## config.mk

```make
export PLATFORM = sky130hd
export DESIGN_NAME = tmr_voter_monitor
export DESIGN_NICKNAME = d
export VERILOG_FILES = /design/src/rtl/tmr_pkg.sv /design/src/rtl/tmr_replica_monitor.sv /design/src/rtl/tmr_voter_monitor.sv
export SDC_FILE = /design/constraint.sdc
export NUM_CORES = 1
export LEC_CHECK = 0
export ABC_CLOCK_PERIOD_IN_PS = 1700
export CAP_MARGIN = 30
export CORE_UTILIZATION = 30
export DETAILED_ROUTE_END_ITERATION = 10
export MAX_ROUTING_LAYER = met4
export SLEW_MARGIN = 20
export SYNTH_ARGS = -nofsm -noshare
export SYNTH_HDL_FRONTEND = slang
export SYNTH_SLANG_ARGS = --single-unit
```

## constraint.sdc

```tcl
create_clock -name clk -period 1.7 [get_ports clk]
set_input_delay 0.17 -clock clk [delete_from_list [all_inputs] [get_ports clk]]
set_output_delay 0.17 -clock clk [all_outputs]
set_load 0.01 [all_outputs]
```

## src/rtl/tmr_pkg.sv

```systemverilog
// Shared types and replica indices for the TMR voter/monitor.
package tmr_pkg;

    typedef enum logic [1:0] {
        ST_OK      = 2'd0,
        ST_SUSPECT = 2'd1,
        ST_FAILED  = 2'd2
    } replica_state_e;

    localparam int unsigned NUM_REPLICAS = 3;
    localparam int unsigned IDX_A        = 0;
    localparam int unsigned IDX_B        = 1;
    localparam int unsigned IDX_C        = 2;

endpackage

```

## src/rtl/tmr_replica_monitor.sv

```systemverilog
// Per-replica health tracker: mismatch-streak FSM plus saturating error counter.
module tmr_replica_monitor
    import tmr_pkg::*;
#(
    parameter int unsigned PERSIST   = 4,
    parameter int unsigned CNT_WIDTH = 8
) (
    input  logic                 clk,
    input  logic                 rst,
    input  logic                 i_valid,
    input  logic                 i_mismatch,
    input  logic                 i_clear,
    output logic                 o_failed,
    output logic [CNT_WIDTH-1:0] o_err_cnt
);

    localparam int unsigned SW = $clog2(PERSIST + 1);
    localparam logic [SW-1:0] STREAK_MAX = SW'(PERSIST);

    replica_state_e       r_state;
    replica_state_e       w_state_nxt;
    logic [SW-1:0]        r_streak;
    logic [SW-1:0]        w_streak_nxt;
    logic [CNT_WIDTH-1:0] r_cnt;
    logic [CNT_WIDTH-1:0] w_cnt_nxt;

    always_ff @(posedge clk or posedge rst) begin
        if (rst) begin
            r_state  <= ST_OK;
            r_streak <= '0;
            r_cnt    <= '0;
        end else begin
            r_state  <= w_state_nxt;
            r_streak <= w_streak_nxt;
            r_cnt    <= w_cnt_nxt;
        end
    end

    // Clear dominates; otherwise only valid samples move the FSM and counter.
    always_comb begin
        w_state_nxt  = r_state;
        w_streak_nxt = r_streak;
        w_cnt_nxt    = r_cnt;
        if (i_clear) begin
            w_state_nxt  = ST_OK;
            w_streak_nxt = '0;
            w_cnt_nxt    = '0;
        end else if (i_valid) begin
            if (i_mismatch && (r_cnt != '1)) begin
                w_cnt_nxt = r_cnt + CNT_WIDTH'(1);
            end
            case (r_state)
                ST_OK: begin
                    if (i_mismatch) begin
                        w_streak_nxt = SW'(1);
                        w_state_nxt  = (STREAK_MAX == SW'(1)) ? ST_FAILED : ST_SUSPECT;
                    end
                end
                ST_SUSPECT: begin
                    if (i_mismatch) begin
                        w_streak_nxt = r_streak + SW'(1);
                        if (w_streak_nxt == STREAK_MAX) begin
                            w_state_nxt = ST_FAILED;
                        end
                    end else begin
                        w_state_nxt  = ST_OK;
                        w_streak_nxt = '0;
                    end
                end
                ST_FAILED: begin
                    w_state_nxt = ST_FAILED;
                end
                default: begin
                    w_state_nxt  = ST_OK;
                    w_streak_nxt = '0;
                end
            endcase
        end
    end

    assign o_failed  = (r_state == ST_FAILED);
    assign o_err_cnt = r_cnt;

endmodule

```

## src/rtl/tmr_voter_monitor.sv

```systemverilog
// Registered bitwise-majority TMR voter with per-replica failure tracking and
// degraded-mode steering to the last healthy replica.
module tmr_voter_monitor
    import tmr_pkg::*;
#(
    parameter int unsigned WIDTH     = 8,
    parameter int unsigned PERSIST   = 4,
    parameter int unsigned CNT_WIDTH = 8
) (
    input  logic                 clk,
    input  logic                 rst,
    input  logic                 valid_in,
    input  logic [WIDTH-1:0]     a,
    input  logic [WIDTH-1:0]     b,
    input  logic [WIDTH-1:0]     c,
    input  logic                 clear_fail,
    output logic [WIDTH-1:0]     out,
    output logic                 valid_out,
    output logic [2:0]           mismatch,
    output logic [2:0]           failed,
    output logic                 all_failed,
    output logic [CNT_WIDTH-1:0] err_cnt_a,
    output logic [CNT_WIDTH-1:0] err_cnt_b,
    output logic [CNT_WIDTH-1:0] err_cnt_c
);

    logic [WIDTH-1:0]     w_word [NUM_REPLICAS];
    logic [CNT_WIDTH-1:0] w_cnt  [NUM_REPLICAS];
    logic [WIDTH-1:0]     w_maj;
    logic [WIDTH-1:0]     w_vote;
    logic [2:0]           w_mis;
    logic [2:0]           w_failed;
    logic [WIDTH-1:0]     r_out;
    logic                 r_valid;
    logic [2:0]           r_mis;

    assign w_word[IDX_A] = a;
    assign w_word[IDX_B] = b;
    assign w_word[IDX_C] = c;
    assign w_maj = (a & b) | (b & c) | (a & c);

    for (genvar gi = 0; gi < NUM_REPLICAS; gi++) begin : g_mon
        assign w_mis[gi] = (w_word[gi] != w_maj);

        tmr_replica_monitor #(
            .PERSIST   (PERSIST),
            .CNT_WIDTH (CNT_WIDTH)
        ) u_mon (
            .clk        (clk),
            .rst        (rst),
            .i_valid    (valid_in),
            .i_mismatch (w_mis[gi]),
            .i_clear    (clear_fail),
            .o_failed   (w_failed[gi]),
            .o_err_cnt  (w_cnt[gi])
        );
    end

    // With exactly two replicas failed, pass the survivor through untouched.
    always_comb begin
        w_vote = w_maj;
        case (w_failed)
            3'b011:  w_vote = w_word[IDX_C];
            3'b101:  w_vote = w_word[IDX_B];
            3'b110:  w_vote = w_word[IDX_A];
            default: w_vote = w_maj;
        endcase
    end

    always_ff @(posedge clk or posedge rst) begin
        if (rst) begin
            r_out   <= '0;
            r_valid <= 1'b0;
            r_mis   <= '0;
        end else if (valid_in) begin
            r_out   <= w_vote;
            r_valid <= 1'b1;
            r_mis   <= w_mis;
        end else begin
            r_valid <= 1'b0;
            r_mis   <= '0;
        end
    end

    assign out        = r_out;
    assign valid_out  = r_valid;
    assign mismatch   = r_mis;
    assign failed     = w_failed;
    assign all_failed = &w_failed;
    assign err_cnt_a  = w_cnt[IDX_A];
    assign err_cnt_b  = w_cnt[IDX_B];
    assign err_cnt_c  = w_cnt[IDX_C];

endmodule

```

# After elaboration in Yosys (flattened, before gate mapping)

Index checks and enable logic that the tools add are counted.
Widths: inputs -> output; s select.

Eq/ne operators: 27
Multiplexer cells: 45
Reduce and logical (&&, ||, !) cells: 20
Bitwise logic cells: 5
Add/subtract/negate cells: 6

Operators by type and width:

| operator            | count |
|---|---|
| $mux 8              | 9 |
| $mux 3              | 13 |
| $mux 2              | 15 |
| $pmux 3 s3          | 3 |
| $add 8x1->8 const B | 3 |
| $and 8x8->8         | 3 |
| $ne 8x8->1          | 3 |
| $ne 8x8->1 const B  | 3 |
| $pmux 8 s3          | 1 |
| $reduce_and 3->1    | 7 |
| $pmux 2 s3          | 3 |
| $or 8x8->8          | 2 |
| $eq 3x3->1 const B  | 5 |
| $ne 4x4->1 const B  | 3 |
| $add 3x1->3 const B | 3 |
| $ne 3x2->1 const B  | 3 |
| $reduce_bool 2->1   | 4 |
| $eq 2x1->1 const B  | 3 |
| $eq 2x2->1 const B  | 3 |
| $logic_not 2->1     | 3 |
| $ne 2x2->1 const B  | 3 |
| $reduce_and 2->1    | 3 |
| $eq 3x2->1 const B  | 1 |
| $logic_and 1x1->1   | 3 |
| $mux 1              | 1 |

Output and inout bits: 40
Register bits after elaboration: 51
Input bits: 28
Word-level logic and storage cells: 115

# Longest topological paths before layout

Word-level depth: 8
Gate-level depth with buffers: 8
Mapped depth without buffers: 7

# Modules after synthesis

Synthesis repeated with hierarchy kept, for this count alone.

Cell total of the unflattened synthesis: 395
Area, all modules: 3,559.7 µm²

By module, submodules not included:

| module              | area each (µm²) | cells each | seq. area each (µm²) | times used |
|---|---|---|---|---|
| tmr_replica_monitor | 752.0           | 80         | 325.3                | 3 |
| tmr_voter_monitor   | 1,303.8         | 155        | 300.3                | 1 |

# Least setup slack after synthesis

Ideal clock, no wire load.

Path type: flip-flop to flip-flop
From: register g_mon[1].u_mon.r_cnt[0]
To: register g_mon[1].u_mon.r_cnt[7]
Setup slack: -0.108 ns
Arrival: 1.730 ns
Clock period less this slack: 1.808 ns
Data required time: 1.622 ns
Library setup time: 0.078 ns
Buffers on the path: 0
Cell stages (with the launch flop): 7
Cell sequence: dfrtp_1 -> ha_1 -> and3_1 -> nand2_1 -> nand4_1 -> or4_1 -> a21oi_1

Word-level cells in the longest chain between the ends: 4
Elaborated cells between the ends (all ways): 8
Classes of those cells: add/sub: 1; eq/ne: 1; mux: 3; reduce/logical: 3

Ends and longest elaborated chain:

| what                                        | RTL line                                             | RTL |
|---|---|---|
| start: declaration                          | tmr_replica_monitor.sv:24                            | `logic [CNT_WIDTH-1:0] r_cnt;` |
| start signal: assignment                    | tmr_replica_monitor.sv:35                            | `r_cnt <= w_cnt_nxt;` |
| $add 8x1->8 or $ne 8x8->1 (tied branches)   | tmr_replica_monitor.sv:50, tmr_replica_monitor.sv:49 |  |
| $mux 8 or $logic_and 1x1->1 (tied branches) | tmr_replica_monitor.sv:49                            | `if (i_mismatch && (r_cnt != '1)) begin` |
| $mux 8 or $reduce_bool 2->1 (tied branches) | --                                                   |  |
| $mux 8 or $reduce_and 2->1 (tied branches)  | --                                                   |  |

Several ways; a longest one is shown, not always the timed one. The select of a mux whose other input is x is not followed.
A chain may end at the register's enable or synchronous reset.

# Final worst setup path

From: input port c[4]
To: register g_mon[1].u_mon.r_cnt[7]

Word-level cells in the longest chain between the ends: 7
Elaborated cells between the ends (all ways): 8
Classes of those cells: eq/ne: 1; bitwise: 4; reduce/logical: 3

Ends and longest elaborated chain:

| what                          | RTL line                  | RTL |
|---|---|---|
| start: declaration            | tmr_voter_monitor.sv:15   | `input logic [WIDTH-1:0] c,` |
| $and 8x8->8                   | tmr_voter_monitor.sv:40   | `assign w_maj = (a & b) \| (b & c) \| (a & c);` |
| $or 8x8->8                    | tmr_voter_monitor.sv:40   |  |
| $or 8x8->8 *                  | tmr_voter_monitor.sv:40   |  |
| $ne 8x8->1 *                  | tmr_voter_monitor.sv:43   | `assign w_mis[gi] = (w_word[gi] != w_maj);` |
| $logic_and 1x1->1 *           | tmr_replica_monitor.sv:49 |  |
| $reduce_bool 2->1 (no line) * | --                        |  |
| $reduce_and 2->1 (no line) *  | --                        |  |

Every way passes the cells marked *; elsewhere a longest branch is shown, timed or not.

==> flow_summary.rst <==
.. list-table::
   :header-rows: 1

   * - Metric
     - Value
   * - Status
     - finished with violations
   * - Violations in the final reports
     - design-rule violations
   * - #FFs+latches synth
     - 51
   * - Actual transition at the worst max-transition pin
     - 0.4475 ns
   * - Vias in the first global route
     - 3774
   * - Via count
     - 3813
   * - Final worst clock skew
     - 0.005733 ns
   * - Crit path capture type
     - flop
   * - Number of enable flip-flop cells after synthesis
     - 0
   * - Cell family with the largest share of critical-path delay
     - simple AND/OR/NAND/NOR gates
   * - Commonest non-fill, non-tap cells in the layout
     - 82 x sky130_fd_sc_hd__buf_4, 50 x sky130_fd_sc_hd__dfrtp_1, 39 x sky130_fd_sc_hd__a21oi_1, 39 x sky130_fd_sc_hd__clkdlybuf4s50_1, 36 x sky130_fd_sc_hd__nor2_1
   * - Total detailed-routing wirelength
     - 10770 µm
   * - Mean instance size in the synthesized netlist
     - 8.547 µm²
   * - Share of flip-flops with an asynchronous set or reset after synthesis
     - 100.0%
   * - Overflow after GRT
     - 0
   * - TritonCTS Sinks
     - 51
   * - Final min period
     - 1.656 ns
   * - Number of antenna violations at the first check in global routing
     - 0
   * - Die Area
     - 0.01241 mm²
   * - Maximum number of pins on one net before global-route repair
     - 40
   * - Net count after synthesis
     - 457
   * - Cell seen most often among critical-path stages
     - sky130_fd_sc_hd__buf_6
   * - Launching element type of the critical path
     - input port
   * - First-pass GRT wire length
     - 17820 µm
   * - Count of buffer and inverter cells on the critical path
     - 3
   * - Reg-to-reg setup timing slack
     - 0.05 ns
   * - Worst Hold Class
     - in2async
   * - Fraction of post-synthesis cell area in the top cell type by area
     - 35.55%
   * - Number of diodes
     - 0
   * - Final hold vios
     - 0
   * - Die span in x
     - 111.4 µm
   * - Ranking of synthesized cells by area
     - sky130_fd_sc_hd__dfrtp_1 36%, sky130_fd_sc_hd__a21oi_1 6.1%, sky130_fd_sc_hd__nor2_1 4.0%, sky130_fd_sc_hd__ha_1 3.1%, sky130_fd_sc_hd__o21bai_1 3.1%
   * - Max Transition Viols Final
     - 0
   * - Share of synthesized area occupied by flip-flops and latches
     - 35.55%
   * - Most common cell after layout, fill and taps aside
     - sky130_fd_sc_hd__buf_4
   * - Non-Filler Instances
     - 721
   * - Critical Path Slowest Stage Cell
     - sky130_fd_sc_hd__or4_1
   * - Summed instance area of the synthesized netlist
     - 0.003590 mm²
   * - Placeable core region
     - 0.01152 mm²
   * - Pleak
     - 2.388 nW
   * - Setup total negative slack
     - 0 ns
   * - Critical path start-end classification
     - in2reg
   * - Level count of the clock H-tree
     - 2
   * - Distinct cell type count of the synthesized netlist
     - 62
   * - Global placement routability congestion
     - 0.8931
   * - Crit path largest cell delay
     - 0.49 ns
   * - Routed wire per std cell
     - 14.93 µm
   * - Worst-path cell chain
     - clkdlybuf4s15_1 -> buf_6 -> or3b_1 -> nand4_1 -> o21ai_2 -> buf_6 -> or4_1 -> a21oi_1
   * - Crit-path max FO
     - 7
   * - Num rows
     - 39
   * - Cell Area, Placed
     - 0.004986 mm²
   * - Required arrival time at the worst endpoint
     - 1.92 ns
   * - Buffers from clock root to sink, at most
     - 2
   * - Gate count after technology mapping
     - 420
   * - Drt via density
     - 5.288
   * - Layout cell share with drive strength beyond 1
     - 34.60%
   * - DRC Markers
     - 12
   * - Port Buffer Count
     - 67
   * - Remaining max-slew budget at the tightest pin
     - 70.12%
   * - Final HPWL from detailed placement
     - 7489 µm
   * - Clk root buf
     - sky130_fd_sc_hd__clkbuf_16
   * - Cell type with the highest aggregate area in the netlist
     - sky130_fd_sc_hd__dfrtp_1
   * - Maximum ir drop on the vdd rail
     - 0.0003574 V
   * - Reported max-cap violation count
     - 0
   * - Initial Utilization
     - 31.17%
   * - Height of the die
     - 111.4 µm
   * - Overall routing resource usage
     - 17.94%
   * - CTS tree
     - yes
   * - DRT antenna net count
     - 0
   * - Highest clock rate
     - 604.0 MHz
   * - I/O pin count
     - 68
   * - Clock latency reported for the late side of the worst-skew pair
     - 0.30 ns
   * - Area Overhead vs Synth
     - 51.24%
   * - Nets
     - 614
   * - Finished Cell Area
     - 0.005429 mm²
   * - First DRT Iteration DRCs
     - 229
   * - Synth Warn #
     - 0
   * - Areal power density over the cells
     - 593.0 mW/mm²
   * - Fraction of the cycle the final worst path needs
     - 97.39%
   * - Clock transition time at the flip-flop clock pins of the worst setup and hold paths
     - 0.08 ns
   * - Arr. time, crit path
     - 1.88 ns
   * - DRT Pass-1 Iters
     - 8
   * - Number of failing setup endpoints in the final timing report
     - 0
   * - Cts bufs inserted
     - 5
   * - Number of instances in the placed design
     - 694
   * - Most used flip-flop cell after synthesis
     - sky130_fd_sc_hd__dfrtp_1
-- sequential cells by signal, summed over array words and instances (netlist names) --
register and cells:
out 8, g_mon.u_mon.r_state 6, valid_out 1, mismatch 3
g_mon.u_mon.r_streak 9, g_mon.u_mon.o_err_cnt 24
-- final timing paths --
path	from	end	cells past startpoint
max	c[4]	g_mon[1].u_mon.o_err_cnt[7]	8
min	rst	mismatch[0]	2
max reg2reg	g_mon[1].u_mon.o_err_cnt[0]	g_mon[1].u_mon.o_err_cnt[7]	6
min reg2reg	g_mon[2].u_mon.o_err_cnt[6]	g_mon[2].u_mon.o_err_cnt[6]	1
max in group asynchronous	rst	g_mon[2].u_mon.o_err_cnt[4]	3
min in group clk	b[6]	out[6]	4
-- synth_stat cells (7+ instances only) --
| master | count |
|---|---|
| sky130_fd_sc_hd__inv_1 | 18 |
| sky130_fd_sc_hd__o21ai_0 | 21 |
| sky130_fd_sc_hd__buf_2 | 7 |
| sky130_fd_sc_hd__nand2_1 | 28 |
| sky130_fd_sc_hd__nand3b_1 | 14 |
| sky130_fd_sc_hd__nor2_1 | 38 |
| sky130_fd_sc_hd__ha_1 | 9 |
| sky130_fd_sc_hd__nor3b_1 | 11 |
| sky130_fd_sc_hd__o22ai_1 | 8 |
| sky130_fd_sc_hd__a21oi_1 | 44 |
| sky130_fd_sc_hd__or3b_2 | 8 |
| sky130_fd_sc_hd__clkbuf_1 | 7 |
| sky130_fd_sc_hd__nand3_1 | 12 |
| sky130_fd_sc_hd__nor2b_1 | 9 |
| sky130_fd_sc_hd__nand4_1 | 13 |
| sky130_fd_sc_hd__o2111ai_1 | 7 |
| sky130_fd_sc_hd__dfrtp_1 | 51 |
| sky130_fd_sc_hd__and3b_1 | 10 |
| sky130_fd_sc_hd__o21bai_1 | 15 |
-- routing by layer --
metal | share of wire [%] | routed length [µm] | track usage (%)
met3 | 4.8 | 522 | 2.613
met1 | 45 | 4881 | 23.07
met4 | 1.4 | 146 | 4.865
met5 | 0 | 0 | -
met2 | 48 | 5217 | 29.46
-- cells by family (layout without fill, tap and decap cells) --
logic type	count (synthesis)	after routing	synth area share (%)
AOI/OAI and AO/OA	124	124	22.41
xor gates and xnor gates	4	4	0.9761
adders and majority gates	9	9	3.137
DFF	51	51	35.55
buffers and inverters	43	201	6.100
and+or+nand+nor	183	183	29.98
muxes	6	6	1.847
-- power breakdown --
group	internal (mW)	leakage, nW	switching (mW)
Clock	0.556	0.0746	0.500
Combinational	0.453	1.63	0.404
Sequential	1.27	0.680	0.0357
Total	2.28	2.39	0.939
-- through the flow --
step	hold slack, ns	setup slack (ns)	utilization, %	power, mW
floorplan	0.2014	0.01727	-	1.695
global placement	0.4917	-0.6238	43.30	2.100
detailed placement	0.4942	-0.6475	43.30	2.117
CTS	0.2009	-0.02082	46.64	3.237
global route	0.2238	-0.008029	47.14	3.384
finish	0.1906	0.04443	47.14	3.220
-- cell type report --
cell class	instances	area (µm²)
well taps	143	178.9
multi-input cells	326	2290
repair buffers	172	1454
flip-flops and latches	51	1277
clock buffers	5	125.1
inverters	21	81.33
clock inverters	3	22.52
fillers	1102	6087
-- timing repair --
item,4_1_cts,5_1_grt
hold buffers,0,0
resized for setup,90,57
pin swaps,20,22
setup endpoints to repair,48,37
setup buffers,18,1
(Power assumes the default switching activity.)
